### config.mk
export PLATFORM = sky130hd
export DESIGN_NAME = lc3_io_regs
export DESIGN_NICKNAME = d
export VERILOG_FILES = /design/src/rtl/lc3_io_regs.sv
export SDC_FILE = /design/constraint.sdc
export NUM_CORES = 1
export LEC_CHECK = 0
export BUFFER_PORTS_ARGS = -buffer_cell sky130_fd_sc_hd__buf_2
export CORE_MARGIN = 2
export CORE_UTILIZATION = 29
export DETAILED_ROUTE_END_ITERATION = 8
export PLACE_DENSITY = 0.55
export SLEW_MARGIN = 25
export SYNTH_ARGS = -nofsm -noshare
export SYNTH_HDL_FRONTEND = slang
export SYNTH_SLANG_ARGS = --single-unit
### constraint.sdc
create_clock -name clk -period 2.9 [get_ports clk]
set_clock_uncertainty 0.1 [all_clocks]
set_input_delay 0 -clock clk [delete_from_list [all_inputs] [get_ports clk]]
set_output_delay 0 -clock clk [all_outputs]
set_load 0.005 [all_outputs]
### src/rtl/lc3_io_regs.sv
// LC-3 keyboard/display device registers: KBSR/KBDR/DSR/DDR with a small
// keyboard FIFO and a single-entry display output over valid/ready.
module lc3_io_regs #(
    parameter int unsigned KB_DEPTH  = 4,
    parameter logic [15:0] KBSR_ADDR = 16'hFE00,
    parameter logic [15:0] KBDR_ADDR = 16'hFE02,
    parameter logic [15:0] DSR_ADDR  = 16'hFE04,
    parameter logic [15:0] DDR_ADDR  = 16'hFE06
) (
    input  logic        clk,
    input  logic        rst_n,
    input  logic [15:0] addr,
    input  logic        we,
    input  logic        re,
    input  logic [15:0] wdata,
    output logic [15:0] rdata,
    output logic        io_hit,
    input  logic        kb_valid,
    input  logic [7:0]  kb_data,
    output logic        kb_ready,
    output logic        disp_valid,
    output logic [7:0]  disp_data,
    input  logic        disp_ready,
    output logic [15:0] KBSR,
    output logic [15:0] DSR
);

    localparam int unsigned PTR_W = (KB_DEPTH > 1) ? $clog2(KB_DEPTH) : 1;
    localparam int unsigned CNT_W = $clog2(KB_DEPTH + 1);
    localparam logic [CNT_W-1:0] CNT_FULL = CNT_W'(KB_DEPTH);

    logic [7:0]       fifo [KB_DEPTH];
    logic [PTR_W-1:0] rd_ptr, wr_ptr;
    logic [CNT_W-1:0] count;
    logic             kb_ie, d_ie;

    logic hit_kbsr, hit_kbdr, hit_dsr, hit_ddr;
    logic kb_rdy, push, pop, ddr_store;
    logic unused_wdata;

    // Address decode
    assign hit_kbsr = (addr == KBSR_ADDR);
    assign hit_kbdr = (addr == KBDR_ADDR);
    assign hit_dsr  = (addr == DSR_ADDR);
    assign hit_ddr  = (addr == DDR_ADDR);
    assign io_hit   = hit_kbsr | hit_kbdr | hit_dsr | hit_ddr;

    assign kb_rdy   = (count != '0);
    assign kb_ready = (count != CNT_FULL);
    assign push     = kb_valid & kb_ready;
    // A simultaneous store wins over the load's pop side effect
    assign pop      = re & ~we & hit_kbdr & kb_rdy;
    assign ddr_store = we & hit_ddr & ~disp_valid;

    assign KBSR = {kb_rdy, kb_ie, 14'b0};
    assign DSR  = {~disp_valid, d_ie, 14'b0};

    assign unused_wdata = ^{wdata[15], wdata[13:8]};

    // Load data mux
    always_comb begin
        rdata = 16'h0000;
        if (hit_kbsr) begin
            rdata = KBSR;
        end else if (hit_kbdr) begin
            if (kb_rdy) begin
                rdata = {8'h00, fifo[rd_ptr]};
            end
        end else if (hit_dsr) begin
            rdata = DSR;
        end else if (hit_ddr) begin
            rdata = {8'h00, disp_data};
        end
    end

    // FIFO storage needs no reset: an empty FIFO never exposes its contents
    always_ff @(posedge clk) begin
        if (push) begin
            fifo[wr_ptr] <= kb_data;
        end
    end

    always_ff @(posedge clk or negedge rst_n) begin
        if (!rst_n) begin
            rd_ptr <= '0;
            wr_ptr <= '0;
            count  <= '0;
        end else begin
            if (push) begin
                wr_ptr <= PTR_W'(wr_ptr + 1'b1);
            end
            if (pop) begin
                rd_ptr <= PTR_W'(rd_ptr + 1'b1);
            end
            if (push && !pop) begin
                count <= CNT_W'(count + 1'b1);
            end else if (pop && !push) begin
                count <= CNT_W'(count - 1'b1);
            end
        end
    end

    // Interrupt-enable bits and display channel
    always_ff @(posedge clk or negedge rst_n) begin
        if (!rst_n) begin
            kb_ie      <= 1'b0;
            d_ie       <= 1'b0;
            disp_valid <= 1'b0;
            disp_data  <= 8'h00;
        end else begin
            if (we && hit_kbsr) begin
                kb_ie <= wdata[14];
            end
            if (we && hit_dsr) begin
                d_ie <= wdata[14];
            end
            if (ddr_store) begin
                disp_data  <= wdata[7:0];
                disp_valid <= 1'b1;
            end else if (disp_valid && disp_ready) begin
                disp_valid <= 1'b0;
            end
        end
    end

endmodule
-- Word level (Yosys, flattened, before mapping)
Memories as Yosys holds them, arrays and structs flattened.
Cells that the tools add are included.
- $add $sub $neg: 4
- equal/unequal tests: 5
- mux-type cells: 11
- bitwise gates (word level): 11
- reductions and logical operators: 10
- operators by type and width (cell ; count):
    $eq 16x16->1 const B ; 4
    $mux 16 ; 3
    $mux 8 ; 2
    $and 1x1->1 ; 6
    $mux 3 ; 2
    $logic_and 1x1->1 ; 5
    $add 2x1->2 const B ; 2
    $mux 1 ; 4
    $reduce_bool 2->1 ; 2
    $add 3x1->3 const B ; 1
    $ne 3x3->1 const B ; 1
    $or 1x1->1 ; 3
    $reduce_bool 3->1 ; 1
    $sub 3x1->3 const B ; 1
    $logic_not 1->1 ; 2
    $not 1->1 ; 2
- register bits: 18
- memory bits (writable): 32
- input bits: 46
- output and inout port bits: 59
- memories: 1
- memories (name ; words ; width ; read ports ; clocked after Yosys merged registers in ; write ports ; RTL line ; RTL):
    fifo ; 4 ; 8 ; 1 ; 0 ; 1 ; 32 ; logic [7:0] fifo [KB_DEPTH];

-- Longest topological paths before layout
Gate-level depths: netlist (run 1).
- depth after elaboration: 7
- mapped depth: 10
- depth with buffers taken out: 9

-- Worst setup path before layout (run 1)
Ideal clock, no wire load.
- path kind: input to register
- from: input port addr[5]
- to: register count[1]
- data arrival time: 2061 ps
- setup slack: 615 ps
- stages: 8
- path through: or4_4 -> nor4_1 -> buf_2 -> nand3_1 -> ha_1 -> inv_1 -> fa_1 -> mux2_2
- cells in the longest elaborated chain, start to end: 6
- elaborated cells between the ends (all ways): 8
- ends and longest elaborated chain (element ; RTL line ; RTL):
    from (decl) ; 12 ; input logic [15:0] addr,
    $eq 16x16->1 (*) ; 43 ; assign hit_kbdr = (addr == KBDR_ADDR);
    $and 1x1->1 (*) (2 in a row) ; 52 ; assign pop = re & ~we & hit_kbdr & kb_rdy;
    $logic_not 1->1 ; 95 ; if (push && !pop) begin
    $logic_and 1x1->1 ; 95 ;
    $mux 3 / $reduce_bool 2->1 (equally long branches) ; -- ;
    to (signal assigned) ; 96 ; count <= CNT_W'(count + 1'b1);
    to (signal assigned) ; 98 ; count <= CNT_W'(count - 1'b1);
    to (decl) ; 34 ; logic [CNT_W-1:0] count;
Mark *: on every way between the ends. The rest lies on a longest branch, timed or not.
A chain may end at the register's enable or synchronous reset.

-- Worst setup path after layout (run 1)
- from: register count[0]
- to: register count[2]
- cells in the longest elaborated chain, start to end: 5
- elaborated cells between the ends (all ways): 13
- ends and longest elaborated chain (element):
    parallel branches: the longest is 5 deep, another holds $sub 3x1->3
Parallel ways; which one is timed is not known. The select of a mux whose other input is x is not followed.

==> results.md, run 1 <==
- Max incr delay on CP: 440 ps
- Kind of critical path: reg -> reg
- Leading area contributor after synthesis: edfxtp_1
- Worst-Skew Late Latency: 290 ps
- Final hold vios: 0
- Starting Density: 30.2%
- Mux contribution to synthesized area: 13.1%
- Vias in the first global route: 1501
- TNS Setup: 0 ps
- CTS sink cnt: 50
- Post-DR vias/cell: 4.28
- Antenna violations before repair: 0
- DP Wirelength: 3.67 mm
- Max-cap check violation count: 0
- Fin cells: 359
- IO buf count: 63
- Synthesized area per cell: 14.7 um2
- EDFF count, synth: 32
- Initial DRC Count: 40
- Synth Area in Compound Gates: 3.61%
- Mapped cell area: 0.00249 mm2
- Top Ports: 105
- Post-synth top area share: 38.6%
- Crit Path Max Fanout: 4
- Layer with the highest usage: met2
- Die width: 96.7 um
- Total number of vias: 1538
- Routed wire length: 4.92 mm
- CP max stage cell: dfrtp_1
- CP Data Arrival Time: 2500 ps
- Remaining DRCs: 0
- Die ar.: 0.00935 mm2
- Power Density: 542 mW/mm2
- Die height: 96.7 um
- Crit end category: register
- H-tree lvl count: 2
- Ranking of synthesized cells by area: edfxtp_1 39%, dfrtp_1 18%, buf_4 11%
- Top_reg_cell synth: edfxtp_1
- Met1 Usage GRT: 13.7%
- Fraction of registers with async set/reset: 36.0%
- Slew Limit Headroom: 60.2%
- Fin crit share: 81.9%
- Main combinational cell family by area after synthesis: multiplexers
- Crit path required time: 3020 ps
- RSZ-0062 raised after global routing: no
- Final Setup Violations: 0
- Fill cells: 803
- Xor/xnor share of the synthesized area: 2.11%
- Post-synthesis cell type count: 34
- Most frequent CP cell: xor2_1
- Overflow after GRT: 0
- Root buf cell: clkbuf_8
- Row count: 33
- Actual slew at the worst max-slew pin: 597 ps
- Inst Count DP: 331
- Layout area overhead: 23.2%
- Reg clk slew, reported paths: 80 ps
- VDD IR-drop max: 239 uV
- Drt wl/cell: 13.7 um
- Total GRT Usage: 10.8%
- Cell count after synthesis: 170
- First-pass GRT wire length: 7.88 mm
- Tmin final: 2380 ps
- Largest net degree at the start of global routing: 19
- Hold path cells: 3
- Met3 Use GR: 4.12%
- Leakage power figure: 1.34 nW
- Post-Synth Simple-Gate Area: 8.48%
- Share of layout cells above drive strength 1: 37.8%
- Clock buffer depth: 2
- Placeable Area: 0.00826 mm2
- Post-Synth Adder-Cell Area: 3.31%
- Placer Congestion: 0.748
- Max Slew Vio Count: 0
- FF-to-FF path depth: 9
- F_max: 421 MHz
- Worst Hold Class: in -> reg
- TritonCTS Buffers: 5
- Register bit total from synthesis: 50
- Post-route ant nets: 0
- Crit start category: register
- 1st-pass router iterations: 4
- CTS tree: built
- Antenna cells: 0
- Sequential area share after synthesis: 56.6%
- Critical path cell sequence: or3_1 -> nor2b_1 -> nand3_1 -> ha_1 -> inv_1 -> fa_1 -> xor2_1 -> nor2_1 -> xor2_1
- Status: finished clean
- Syn. warnings: 0
- GRT met2 Usage: 17.3%
- Nets@finish: 306
power breakdown:
group | switching (W) | internal [W] | leakage [nW] | total (W)
logic | 0.000184 | 0.000156 | 0.771 | 0.000340
clock network | 0.000210 | 0.000163 | 0.0387 | 0.000373
registers | 0.0000535 | 0.000897 | 0.533 | 0.000951
total | 0.000447 | 0.00122 | 1.34 | 0.00166
area by class of cell:
cell class                 instances  area (um2)  area share [%]
sequential                        50        1410            46.0
multi-input combinational        107         896            29.2
timing repair buffer              86         541            17.6
tap                              105         131            4.28
clock buffer                       6        72.6            2.36
inverter                           4        15.0           0.489
clock inverter                     1        3.75           0.122
registers in the layout (all words and copies together), names as in the netlist:
register,cells
count,3
d_ie,1
disp_data,8
disp_valid,1
fifo,32
kb_ie,1
rd_ptr,2
wr_ptr,2
Yosys cell counts, types with 2 or more instances:
cell and count:
buf_4 37, edfxtp_1 32, dfrtp_1 18, mux2_2 12
a32o_1 8, mux4_2 8, nor2_1 6, and3_1 5
ha_1 5, inv_1 4, xnor2_1 4, buf_2 3
nand4_1 3, nand2_1 2, nor2b_1 2, nor4_1 2
xor2_1 2
worst paths after layout:
kind	start	slack, ps	endpoint
max	count[0]	520	count[2]
min	addr[1]	20	disp_valid
max reg2reg	count[0]	520	count[2]
min reg2reg	count[2]	410	count[2]
max in group asynchronous	rst_n	2310	disp_data[0]
min in group asynchronous	rst_n	70	wr_ptr[1]
cells by family after synthesis:
| logic type | Yosys count |
|---|---|
| AO/OA/AOI/OAI | 10 |
| XOR/XNOR | 6 |
| adder cells (fa/ha/maj) | 6 |
| buffers and inverters | 46 |
| flip-flops | 50 |
| multiplexers | 21 |
| other | 1 |
| AND/OR/NAND/NOR | 30 |
repair_timing:
item / in CTS / in global routing
hold buffers: 21 / 0
setup buffers: 0 / 0
endpoints found under the hold margin: 62 / 0
gates resized for setup: 0 / 0
metrics by stage:
step	utilization [%]	total power, W	hold slack [ps]	instance area (um2)	worst slack (ps)
3_5_place_dp	33.7	0.00130	-116	2780	490
2_1_floorplan	-	0.00121	-396	2620	615
3_3_place_gp	33.7	0.00128	-115	2780	516
6_report	37.2	0.00166	20.8	3070	524
5_1_grt	37.2	0.00178	37.2	3070	363
4_1_cts	37.2	0.00169	19.0	3070	495
cell usage in the layout, fill, tap and decap left out, types with 2 or more instances in the layout:
master / netlist / final
inv_1: 4 / 4
buf_2: 3 / 63
nor2_1: 6 / 6
a32o_1: 8 / 8
nand4_1: 3 / 3
mux4_2: 8 / 8
mux2_2: 12 / 12
ha_1: 5 / 5
and3_1: 5 / 5
nand2_1: 2 / 2
clkbuf_8: 0 / 5
xnor2_1: 4 / 4
buf_4: 37 / 2
nor2b_1: 2 / 2
conb_1: 1 / 34
xor2_1: 2 / 2
dlygate4sd3_1: 0 / 21
dfrtp_1: 18 / 18
edfxtp_1: 32 / 32
worst max-delay path, delay by kind of cell, from the launching register on:
family	cells	cell delay (ps)
DFF	1	440
and+or+nand+nor	4	840
adders and majority gates	2	570
buffers and inverters	1	60
xor gates and xnor gates	2	300
routing by layer:
metal / part of all wire (%) / wire, um
met3: 8.6 / 424
met4: 0.81 / 40
met1: 44 / 2160
met2: 47 / 2300
met5: 0 / 0
Power figures use the tool's default switching activity.
==> inputs of run 2 (changes only) <==
- clock period: 2.9 -> 2.4 ns (I/O delays scaled with it)
==> run 2 against run 1 <==
Net effect:
- die area stayed put
- critical endpoint unchanged
- hold slack worse by 0.54 ps
- via count rose by 1.4%
- clock power rose by 23%
- total power is 24% higher
- highest routed layer unchanged
- non-clock buffer count rose by 4
- global-route usage grew 0.24 points
- routed wire length grew 2.4%
- flip-flop and latch count unchanged
==> results.md, run 2 (synthesized netlist as in run 1, its figures left out) <==
- Antenna violations before repair: 0 (unchanged)
- Nets@finish: 310 (+1.3%)
- Dpl ws: 47.3 ps (-443 ps)
- Die ar.: 0.00935 mm2 (unchanged)
- Root buf cell: clkbuf_8
- Kind of critical path: reg -> reg
- Final Setup Violations: 0 (unchanged)
- FF-to-FF path depth: 9 (unchanged)
- Routed wire length: 5.04 mm (+2.4%)
- Layout area overhead: 25.3%
- Largest register by flop count: fifo
- Vias in the first global route: 1571 (+4.7%)
- DP Wirelength: 3.75 mm (+2.1%)
- Leakage power figure: 1.37 nW (+2.0%)
- Biggest regs: fifo x32, disp_data x8, count x3
- Total number of vias: 1560 (+1.4%)
- Clock buffer depth: 2 (unchanged)
- Crit end category: register
- Fin crit share: 91.7% (+9.8 points)
- Die height: 96.7 um (unchanged)
- F_max: 454 MHz (+7.9%)
- Die width: 96.7 um (unchanged)
- Status: finished clean
- Crit Path Max Fanout: 2 (-2)
- Worst setup margin: 198 ps (-325 ps)
- Hold path endpoint: disp_valid
- Critical path cell sequence: or3_1 -> nor2b_1 -> nand3_2 -> ha_4 -> inv_1 -> fa_1 -> xor2_1 -> nor2_1 -> xor2_1
- Reg clk slew, reported paths: 90 ps (about the same)
- First-pass GRT wire length: 8.13 mm (+3.2%)
- Max-cap check violation count: 0 (unchanged)
- Antenna cells: 0 (unchanged)
- CP max stage cell: or3_1
- Most frequent CP cell: xor2_1
- CP Data Arrival Time: 2320 ps (-180 ps)
- Hold path cells: 3 (unchanged)
- Drt wl/cell: 13.9 um (+1.0%)
- 1st-pass router iterations: 4 (unchanged)
- Reg-to-Reg End: count[2]
- Commonest non-fill, non-tap cell in the layout: buf_2
- Row count: 33 (unchanged)
- Worst-Skew Late Latency: 290 ps (about the same)
- IO buf count: 63 (unchanged)
- Post-route ant nets: 0 (unchanged)
- Crit start category: register
- CTS tree: built
- CTS sink cnt: 50 (unchanged)
- Starting Density: 30.2% (unchanged)
- Remaining DRCs: 0 (unchanged)
- Placeable Area: 0.00826 mm2 (unchanged)
- TNS Setup: 0 ps (unchanged)
- R2R Setup Slk: 200 ps (-330 ps)
- Placer Congestion: 0.790 (+5.6%)
- Initial DRC Count: 60 (+50%)
- Overflow after GRT: 0 (unchanged)
- Most frequent cells in the layout: 63 x buf_2, 34 x conb_1, 32 x edfxtp_1
- Power Density: 663 mW/mm2 (+22%)
- Final hold vios: 0 (unchanged)
- VDD IR-drop max: 229 uV (-4.3%)
- H-tree lvl count: 2 (unchanged)
- Tmin final: 2200 ps (-175 ps)
- Total GRT Usage: 11.0% (+0.24 points)
- Max incr delay on CP: 390 ps (-50 ps)
- Total Power Consumption: 0.00207 W (+24%)
- Top Ports: 105 (unchanged)
- HP Start: addr[1]
- Crit path required time: 2520 ps (-500 ps)
- Share of layout cells above drive strength 1: 39.4% (+1.6 points)
- TritonCTS Buffers: 5 (unchanged)
- RSZ-0062 raised after global routing: no
- Max FFs per register: 32 (unchanged)
- Worst Hold Class: in -> reg
- Largest net degree at the start of global routing: 19 (unchanged)
- R2R Path Start: count[0]
- Post-DR vias/cell: 4.29 (about the same)
- Max Slew Vio Count: 0 (unchanged)
-- run 2: cell count changes in the layout (fill, tap and decap cells not counted), sizes merged --
cell / delta
clkinv: -1
clkbuf: +2
buf: +4
-- run 2: worst max-delay path, delay by kind of cell, from the launching register on --
family / cells / cell delay, ps
buffers and inverters: 1 / 40
flip-flops: 1 / 380
XOR/XNOR: 2 / 310
AND/OR/NAND/NOR: 4 / 790
adder cells (fa/ha/maj): 2 / 500
-- run 2: power by group --
part,total [W],internal [W],switching (W)
combinational,0.000478,0.000225,0.000253
clock,0.000460,0.000208,0.000253
sequential,0.00113,0.00108,0.0000478
total,0.00207,0.00152,0.000553
-- run 2: layout make-up --
cell class / count / area, um2
clock buffer: 8 / 80.1
fill: 808 / 5140
inverter: 4 / 15.0
multi-input combinational: 107 / 913
sequential: 50 / 1410
tap: 105 / 131
timing repair buffer: 90 / 571
-- run 2: stage by stage --
step	util, %	instances	hold WS [ps]	cell area (um2)
6_report	37.8	364	20.3	3120
5_1_grt	37.8	364	58.4	3120
4_1_cts	37.6	364	21.3	3100
3_5_place_dp	34.1	335	-113	2810
3_3_place_gp	34.1	335	-110	2810
2_1_floorplan	-	203	-396	2620
-- run 2: what timing repair did --
action	4_1_cts	5_1_grt
hold buffers	21	0
setup buffers	0	0
resized for setup	0	3
endpoints found under the setup margin	0	1
hold endpoints to repair	63	0
-- run 2: how the worst max path moves through the flow --
stage | start | end | slack [ps]
after floorplan | addr[5] | count[1] | 110
after global placement | addr[5] | count[1] | 70
after detailed placement | addr[5] | count[1] | 50
after CTS | count[0] | count[2] | 110
after global routing | count[0] | count[2] | 30
final | count[0] | count[2] | 200
-- run 2: metal layers --
| layer | global-route usage [%] | vias to the layer above | part of all wire [%] |
|---|---|---|---|
| met5 | 0 | - | 0 |
| met3 | 3.11 | 6 | 7.3 |
| met4 | 3.58 | 0 | 1.3 |
| met2 | 18.2 | 81 | 47 |
| li1 | - | 736 | - |
| met1 | 14.1 | 737 | 45 |
==> inputs of run 3 (changes only) <==
- RECOVER_POWER: default -> 50
==> run 3 against run 2 <==
Net effect:
- routed wire length grew 0.59%
- register-to-register slack about the same
- fmax about the same
- critical path depth unchanged
- die area did not move
- largest power group unchanged
- non-clock buffer count unchanged
==> results.md, run 3 (synthesized netlist as in run 1, its figures left out) <==
- R2R Setup Slk: 200 ps (about the same)
- Drt wl/cell: 13.9 um (+0.59%)
- Crit Path Max Fanout: 2 (unchanged)
- Row count: 33 (unchanged)
- R2R Path Start: count[0]
- VDD IR-drop max: 230 uV (+0.26%)
- Tmin final: 2200 ps (+0.149 ps)
- Combinational share of power: 23.0% (about the same)
- Remaining DRCs: 0 (unchanged)
- Sw frac: 26.8% (+0.12 points)
- Worst Hold Class: in -> reg
- Commonest non-fill, non-tap cell in the layout: buf_2
- IO buf count: 63 (unchanged)
- Leakage power figure: 1.35 nW (-1.8%)
- Post-CTS setup buffer count: 0 (unchanged)
- Vias in the first global route: 1571 (unchanged)
- CTS tree: built
- Die height: 96.7 um (unchanged)
- Final hold vios: 0 (unchanged)
- Actual slew at the worst max-slew pin: 1100 ps
- Slew Limit Headroom: 26.9%
- Reg-to-Reg End: count[2]
- Hold path cells: 3 (unchanged)
- Placer Congestion: 0.790 (unchanged)
- F_max: 454 MHz (about the same)
- Routed wire length: 5.07 mm (+0.59%)
- Worst setup margin: 198 ps (-0.149 ps)
- Die ar.: 0.00935 mm2 (unchanged)
- Share of layout cells above drive strength 1: 35.9% (-3.5 points)
- Final Core Density: 37.7% (-0.14 points)
- Placeable Area: 0.00826 mm2 (unchanged)
- Post-DR vias/cell: 4.28 (-0.19%)
- Layout area overhead: 24.8%
- Power Density: 666 mW/mm2 (+0.38%)
- Sequential share of power: 54.7% (about the same)
- Switching power: 0.000556 W (+0.46%)
- Hold path endpoint: disp_valid
- H-tree lvl count: 2 (unchanged)
- Largest net degree at the start of global routing: 19 (unchanged)
- Total Power Consumption: 0.00207 W (about the same)
- TNS Setup: 0 ps (unchanged)
- Total GRT Usage: 11.0% (unchanged)
- CP max stage cell: or3_1
- CP Data Arrival Time: 2320 ps (about the same)
- Multi-input combinational cell area: 913 um2 (unchanged)
- Reg clk slew, reported paths: 90 ps (about the same)
- First-pass GRT wire length: 8.13 mm (unchanged)
- Crit path required time: 2520 ps (about the same)
- Biggest regs: fifo x32, disp_data x8, count x3
- Most frequent CP cell: xor2_1
- Dpl ws: 47.3 ps (unchanged)
- Inst Count DP: 335 (unchanged)
- Fin cells: 364 (unchanged)
- Clock buffer depth: 2 (unchanged)
- Overflow after GRT: 0 (unchanged)
- HP Start: addr[1]
- Most frequent cells in the layout: 54 x buf_2, 34 x conb_1, 32 x edfxtp_1
- Fill cells: 816 (+0.99%)
- Crit end category: register
- Critical path cell sequence: or3_1 -> nor2b_1 -> nand3_2 -> ha_4 -> inv_1 -> fa_1 -> xor2_1 -> nor2_1 -> xor2_1
- Root buf cell: clkbuf_8
- Starting Density: 30.2% (unchanged)
- Status: finished clean
- RSZ-0062 raised after global routing: no
- Kind of critical path: reg -> reg
- Nets@finish: 310 (unchanged)
- Max Slew Vio Count: 0 (unchanged)
- FF+latch area: 0.00141 mm2 (unchanged)
- TritonCTS Buffers: 5 (unchanged)
- Max-cap check violation count: 0 (unchanged)
- Crit start category: register
- Top Ports: 105 (unchanged)
- Max FFs per register: 32 (unchanged)
- Power Internal: 0.00151 W (-0.14%)
- Worst-Skew Late Latency: 290 ps (about the same)
- Antenna violations before repair: 0 (unchanged)
- Largest register by flop count: fifo
- Antenna cells: 0 (unchanged)
- Fin crit share: 91.7% (about the same)
- 1st-pass router iterations: 4 (unchanged)
- Die width: 96.7 um (unchanged)
- DP Wirelength: 3.75 mm (unchanged)
- FF-to-FF path depth: 9 (unchanged)
- Final Setup Violations: 0 (unchanged)
- Max incr delay on CP: 390 ps (about the same)
- CTS sink cnt: 50 (unchanged)
- Clk network pwr share: 22.3% (about the same)
- Initial DRC Count: 82 (+37%)
- Total number of vias: 1557 (-0.19%)
- Post-route ant nets: 0 (unchanged)
==> run 3: cell types whose count changed in the layout (fill, tap and decap cells not counted), sizes merged <==
cell / change
buf: -9
clkbuf: +9
==> run 3: final cells by class <==
type / instances / area share, %
inverters: 4 / 0.483
flip-flops and latches: 50 / 45.4
multi-input cells: 107 / 29.4
clock buffers: 8 / 2.57
well taps: 105 / 4.22
repair buffers: 90 / 18.0
==> run 3: how the worst max path moves through the flow <==
| stage | startpoint | end | slack [ps] | cells past startpoint |
|---|---|---|---|---|
| detailed placement | addr[5] | count[1] | 50 | 8 |
| global placement | addr[5] | count[1] | 70 | 8 |
| finish | count[0] | count[2] | 200 | 9 |
| floorplan | addr[5] | count[1] | 110 | 8 |
| global route | count[0] | count[2] | 30 | 9 |
| CTS | count[0] | count[2] | 110 | 9 |
==> run 3: stage by stage <==
step / hold slack, ps / area [um2]
floorplan: -396 / 2620
global placement: -110 / 2810
detailed placement: -113 / 2810
CTS: 21.3 / 3100
global route: 58.4 / 3110
finish: 19.8 / 3110
==> run 3: repair_timing <==
action | in CTS | in global routing
resized for setup | 0 | 3
endpoints found under the setup margin | 0 | 1
hold buffers | 21 | 0
hold endpoints to repair | 63 | 0
==> run 3: critical path: cells and delay by family (launching register included) <==
family | cells | cell delay (ps)
flops | 1 | 380
xor+xnor | 2 | 310
buf+inv | 1 | 40
simple gates | 4 | 790
fa+ha+maj | 2 | 500
==> run 3: power groups by stage <==
| stage | Sequential [W] | Clock [W] | Combinational (W) |
|---|---|---|---|
| floorplan | 0.00115 | 0 | 0.000311 |
| global placement | 0.00115 | 0 | 0.000444 |
| detailed placement | 0.00115 | 0 | 0.000459 |
| CTS | 0.00113 | 0.000482 | 0.000486 |
| global route | 0.00115 | 0.000520 | 0.000547 |
| finish | 0.00113 | 0.000462 | 0.000476 |
==> run 3: per-layer routing <==
| metal | global-route usage, % | up-vias | share of wire, % |
|---|---|---|---|
| met5 | 0 | - | 0 |
| met4 | 3.58 | 0 | 1.3 |
| met3 | 3.11 | 6 | 7.2 |
| met2 | 18.2 | 79 | 47 |
| met1 | 14.1 | 738 | 45 |
| li1 | - | 734 | - |
